[src/rtl/mux8way16_rr_arbiter.sv]
// Round-robin arbiter owning the select of a shared 8-input mux.
// Grants one requester at a time and caps consecutive beats at MAX_HOLD
// whenever someone else is waiting. The selected data is registered onto out.
module mux8way16_rr_arbiter #(
  parameter int unsigned WIDTH    = 16,
  parameter int unsigned MAX_HOLD = 4
) (
  input  logic             clk,
  input  logic             rst_n,
  input  logic [7:0]       req,
  input  logic [WIDTH-1:0] a,
  input  logic [WIDTH-1:0] b,
  input  logic [WIDTH-1:0] c,
  input  logic [WIDTH-1:0] d,
  input  logic [WIDTH-1:0] e,
  input  logic [WIDTH-1:0] f,
  input  logic [WIDTH-1:0] g,
  input  logic [WIDTH-1:0] h,
  output logic [7:0]       gnt,
  output logic [2:0]       sel,
  output logic [WIDTH-1:0] out,
  output logic             out_valid,
  output logic [2:0]       out_src
);

  typedef enum logic [0:0] {StIdle, StBusy} state_e;

  localparam logic [7:0] HoldLast = 8'(MAX_HOLD - 1);

  state_e           r_state, w_state_d;
  logic [7:0]       r_gnt, w_gnt_d;
  logic [2:0]       r_sel, w_sel_d;
  logic [2:0]       r_ptr, w_ptr_d;
  logic [7:0]       r_hold, w_hold_d;
  logic [WIDTH-1:0] r_out;
  logic             r_valid;
  logic [2:0]       r_src;

  logic             w_beat;
  logic [7:0]       w_others;
  logic [3:0]       w_pick;
  logic             w_grant;
  logic [WIDTH-1:0] w_mux;

  // First set bit of reqs searching upward from start with 7->0 wrap.
  // Result is {found, index}.
  function automatic logic [3:0] rr_pick(input logic [7:0] reqs, input logic [2:0] start);
    logic [3:0] res;
    logic [2:0] idx;
    res = '0;
    // Descending scan so the smallest offset from start is written last.
    for (int k = 7; k >= 0; k--) begin
      idx = start + 3'(k);
      if (reqs[idx]) res = {1'b1, idx};
    end
    return res;
  endfunction

  assign w_beat   = |(r_gnt & req);
  // Holder is excluded; in IDLE or on release this equals req itself.
  assign w_others = req & ~r_gnt;
  assign w_pick   = rr_pick(w_others, r_ptr);

  // Next grant, pointer, hold count and state.
  always_comb begin
    w_state_d = r_state;
    w_gnt_d   = r_gnt;
    w_sel_d   = r_sel;
    w_ptr_d   = r_ptr;
    w_hold_d  = r_hold;
    w_grant   = 1'b0;
    unique case (r_state)
      StIdle: begin
        if (|req) w_grant = 1'b1;
      end
      StBusy: begin
        if (w_beat) begin
          if (r_hold != HoldLast) begin
            w_hold_d = r_hold + 8'd1;
          end else if (|w_others) begin
            w_grant = 1'b1;
          end else begin
            // Nobody waiting: keep streaming and start a fresh hold window.
            w_hold_d = '0;
          end
        end else if (|req) begin
          w_grant = 1'b1;
        end else begin
          w_gnt_d   = '0;
          w_state_d = StIdle;
          w_hold_d  = '0;
        end
      end
      default: w_state_d = StIdle;
    endcase
    if (w_grant) begin
      w_gnt_d   = 8'b1 << w_pick[2:0];
      w_sel_d   = w_pick[2:0];
      w_ptr_d   = w_pick[2:0] + 3'd1;
      w_hold_d  = '0;
      w_state_d = StBusy;
    end
  end

  // Shared data mux steered by the registered select.
  always_comb begin
    w_mux = a;
    unique case (r_sel)
      3'd0: w_mux = a;
      3'd1: w_mux = b;
      3'd2: w_mux = c;
      3'd3: w_mux = d;
      3'd4: w_mux = e;
      3'd5: w_mux = f;
      3'd6: w_mux = g;
      3'd7: w_mux = h;
      default: w_mux = a;
    endcase
  end

  // Arbitration state registers.
  always_ff @(posedge clk or negedge rst_n) begin
    if (!rst_n) begin
      r_state <= StIdle;
      r_gnt   <= '0;
      r_sel   <= '0;
      r_ptr   <= '0;
      r_hold  <= '0;
    end else begin
      r_state <= w_state_d;
      r_gnt   <= w_gnt_d;
      r_sel   <= w_sel_d;
      r_ptr   <= w_ptr_d;
      r_hold  <= w_hold_d;
    end
  end

  // Output bus registers; data and source hold between beats.
  always_ff @(posedge clk or negedge rst_n) begin
    if (!rst_n) begin
      r_out   <= '0;
      r_valid <= 1'b0;
      r_src   <= '0;
    end else begin
      r_valid <= w_beat;
      if (w_beat) begin
        r_out <= w_mux;
        r_src <= r_sel;
      end
    end
  end

  assign gnt       = r_gnt;
  assign sel       = r_sel;
  assign out       = r_out;
  assign out_valid = r_valid;
  assign out_src   = r_src;

endmodule

[config.mk]
export PLATFORM = sky130hd
export DESIGN_NAME = mux8way16_rr_arbiter
export DESIGN_NICKNAME = d
export VERILOG_FILES = /design/src/rtl/mux8way16_rr_arbiter.sv
export SDC_FILE = /design/constraint.sdc
export NUM_CORES = 1
export LEC_CHECK = 0
export CORE_MARGIN = 2
export CORE_UTILIZATION = 40
export DETAILED_ROUTE_END_ITERATION = 10
export PLACE_DENSITY = 0.77
export RECOVER_POWER = 50
export SYNTH_ARGS = -nofsm -noshare
export SYNTH_HDL_FRONTEND = slang
export SYNTH_SLANG_ARGS = --single-unit
[constraint.sdc]
create_clock -name clk -period 7.9 [get_ports clk]
set_input_delay 1.58 -clock clk [delete_from_list [all_inputs] [get_ports clk]]
set_output_delay 1.58 -clock clk [all_outputs]
set_load 0.02 [all_outputs]
==> flow_metrics.env <==
export IMPL_dp_hpwl_um=10400
export IMPL_post_place_ws_ns=3.14
export IMPL_yosys_most_used_dff="dfrtp_1"
export IMPL_drtAntennaViolNets=0
export IMPL_syn_inst=426
export IMPL_fin_crit_sh_pct=57.4
export IMPL_fmax_mhz=221
export IMPL_hp_class="flop to flop"
export IMPL_r2r_end="r_ptr[2]$_DFFE_PN0N_"
export IMPL_synth_seq_cells=43
export IMPL_worstPathMaxFanout=8
export IMPL_relSlewSlack_pct=-51.9
export IMPL_grt_usage_pct=24.9
export IMPL_rr_worst_depth=13
export IMPL_nets=725
export IMPL_async_reset_ff_share_pct=100
export IMPL_via_per_inst=5.64
export IMPL_worstSetupStartpointType="input port"
export IMPL_wl_per_cell_um=18.3
export IMPL_ir_drop_mv=0.248
export IMPL_vias=3999
export IMPL_design_area_mm2=0.00572
export IMPL_endpoint_kind="flop"
export IMPL_grt_overflow=0
export IMPL_max_slew_worst_pin_slew_ns=2.28
export IMPL_cpPeakStageDelay_ns=0.59
export IMPL_die_area_mm2=0.0104
export IMPL_outcome="complete, but fails checks"
export IMPL_insertion_delay_ns=0.30
export IMPL_min_from="out_src[0]$_DFFE_PN0N_"
export IMPL_die_x_um=102
export IMPL_gp_congestion=0.884
export IMPL_finClkSkew_ns=0.0152
export IMPL_finalHoldViolations=0
export IMPL_clk_pin_slew_ns=0.09
export IMPL_dr_pass1_iters=5
export IMPL_leakage_nw=2.20
export IMPL_avgSynthCellArea_um2=9.04
export IMPL_synth_edf_count=0
export IMPL_ys_warn_count=0
export IMPL_wl_um=12900
export IMPL_grt_max_degree=44
export IMPL_syn_num_nets=572
export IMPL_power_density_mw_per_mm2=392
export IMPL_core_rowCount=35
export IMPL_rrSetupSlack_ns=3.54
export IMPL_htree_levels=2
export IMPL_mostFrequentLayoutCells="clkdlybuf4s50_1 (160), o21ai_0 (48), nand2_1 (47)"
export IMPL_setup_worst_path_end="r_ptr[2]$_DFFE_PN0N_"
export IMPL_maxCapViolCount=2
export IMPL_postCtsSetupBuffers=0
export IMPL_cp_slowest_cell="dlygate4sd3_1"
export IMPL_drive_gt1_share_pct=12.2
export IMPL_grt_pass1_vias=4052
export IMPL_final_common_cell="clkdlybuf4s50_1"
export IMPL_drv_slew=83
export IMPL_setup_tns_ns=0
export IMPL_grt_pass1_wl_um=20400
export IMPL_violations="capacitance limit, slew limit"
export IMPL_fin_crit_ns=4.53
export IMPL_antenna_found_initial=0
export IMPL_final_instance_count_excl_fill=709
export IMPL_synth_area_mm2=0.00385
export IMPL_final_setup_viol_count=0
export IMPL_tritoncts="done"
export IMPL_fin_ws_ns=3.37
export IMPL_hold_slack_ns=0.513
export IMPL_cts_root_buf="clkbuf_8"
export IMPL_required_ns=8.08
export IMPL_grt_setup_unrepaired="no"
export IMPL_clock_path_buffers=2
export IMPL_seq_area_frac_synth_pct=27.9
export IMPL_cts_buffers=5
export IMPL_synth_cell_type_count=57
export IMPL_placed_area_mm2=0.00561
export IMPL_io_pins=169
export IMPL_start_util_pct=41.5
export IMPL_diodes=0
export IMPL_syn2layout_area_growth_pct=48.6
export IMPL_ctsHoldBuffers=0
export IMPL_path_cells="dlygate4sd3_1 > nor2b_1 > mux4_2 > mux2_2 > a311oi_1 > o31ai_1 > a32oi_1 > inv_1 > ha_1 > ha_1 > nand2_1 > nand2_1"
export IMPL_placedCellCount=701
export IMPL_drt_initial_drc_count=176
export IMPL_core_mm2=0.00928
export IMPL_critical_path_reg2reg_startpoint="r_ptr[0]$_DFFE_PN0N_"
export IMPL_postCtsResizedCells=0
export IMPL_numPortBuffers=168
export IMPL_drc=0
export IMPL_crit_type="input port to flop"
export IMPL_dieHeight_um=102
export IMPL_nFillCells=819
export IMPL_cts_sinks=43
export IMPL_crit_arrival_ns=4.72
export IMPL_crit_start="req[1]"
## metal layers
metal  GRT usage [%]  share of wire, %  vias to the layer above  wire [um]
met1            30.8                37                     1916       4800
met3            5.68               6.7                       30        863
met5               0                 0                        -          0
li1                -                 -                     1908          -
met4            6.36               2.5                        0        330
met2            44.1                54                      145       6960
## how the worst min path moves through the flow
| stage | endpoint | cells past startpoint | slack [ns] |
|---|---|---|---|
| after CTS | out_src[2]$_DFFE_PN0N_ | 1 | 0.52 |
| after global placement | out_src[0]$_DFFE_PN0N_ | 1 | 0.50 |
| after floorplan | r_hold[4]$_DFFE_PN0P_ | 1 | 0.48 |
| final | out_src[0]$_DFFE_PN0N_ | 1 | 0.51 |
| after detailed placement | out_src[2]$_DFFE_PN0N_ | 1 | 0.50 |
| after global routing | out_src[2]$_DFFE_PN0N_ | 1 | 0.55 |
## critical path, delay by kind of cell
family	cells	cell delay, ns
compound gates	3	0.78
fa+ha+maj	2	0.53
buf+inv	2	0.70
mux	2	0.79
simple gates	3	0.33
## cell families (layout without fill, tap and decap cells)
logic type	count (synthesis)	in the layout	synth area share, %
multiplexers	56	56	23.9
AND/OR/NAND/NOR	138	138	16.8
adder cells (fa/ha/maj)	8	8	2.60
AO/OA/AOI/OAI	139	139	23.4
buffers and inverters	37	191	3.99
flip-flops	43	43	27.9
XOR/XNOR	5	5	1.33
## flip-flops by register name, summed over array words and instances (netlist names)
signal and cells:
r_state 1, out 16, gnt 8, sel 3, out_src 3, out_valid 1, r_ptr 3, r_hold 8
## synth_stat cells, drive strengths merged (9+ instances only)
cell type  count  share of area [%]
mux2i         10                2.6
dfrtp         43                 28
mux4          27                 16
mux2          19                5.6
clkbuf        19                1.9
nor2          42                4.1
a21oi         26                3.4
nor2b         11                2.2
o21ai         50                6.5
o22ai         13                2.1
inv           10               0.97
nand3          9                1.2
nand2         47                4.6
## report_power, final
group	switching (mW)	internal (mW)
sequential	0.107	0.310
clock	0.0824	0.0953
combinational	0.886	0.765
## area by class of cell
type / instances / area, um2 / share of cell area [%]
sequential: 43 / 1080 / 18.8
tap: 129 / 161 / 2.82
timing repair buffer: 173 / 1710 / 29.9
inverter: 10 / 37.5 / 0.656
clock inverter: 3 / 46.3 / 0.809
clock buffer: 5 / 68.8 / 1.20
multi-input combinational: 346 / 2620 / 45.8
## through the flow
step | utilization [%] | power [mW]
global placement | 60.5 | 2.04
CTS | 61.7 | 2.26
finish | 61.6 | 2.25
floorplan | - | 1.59
global route | 61.6 | 2.45
detailed placement | 60.5 | 2.08
(Power assumes the default switching activity.)
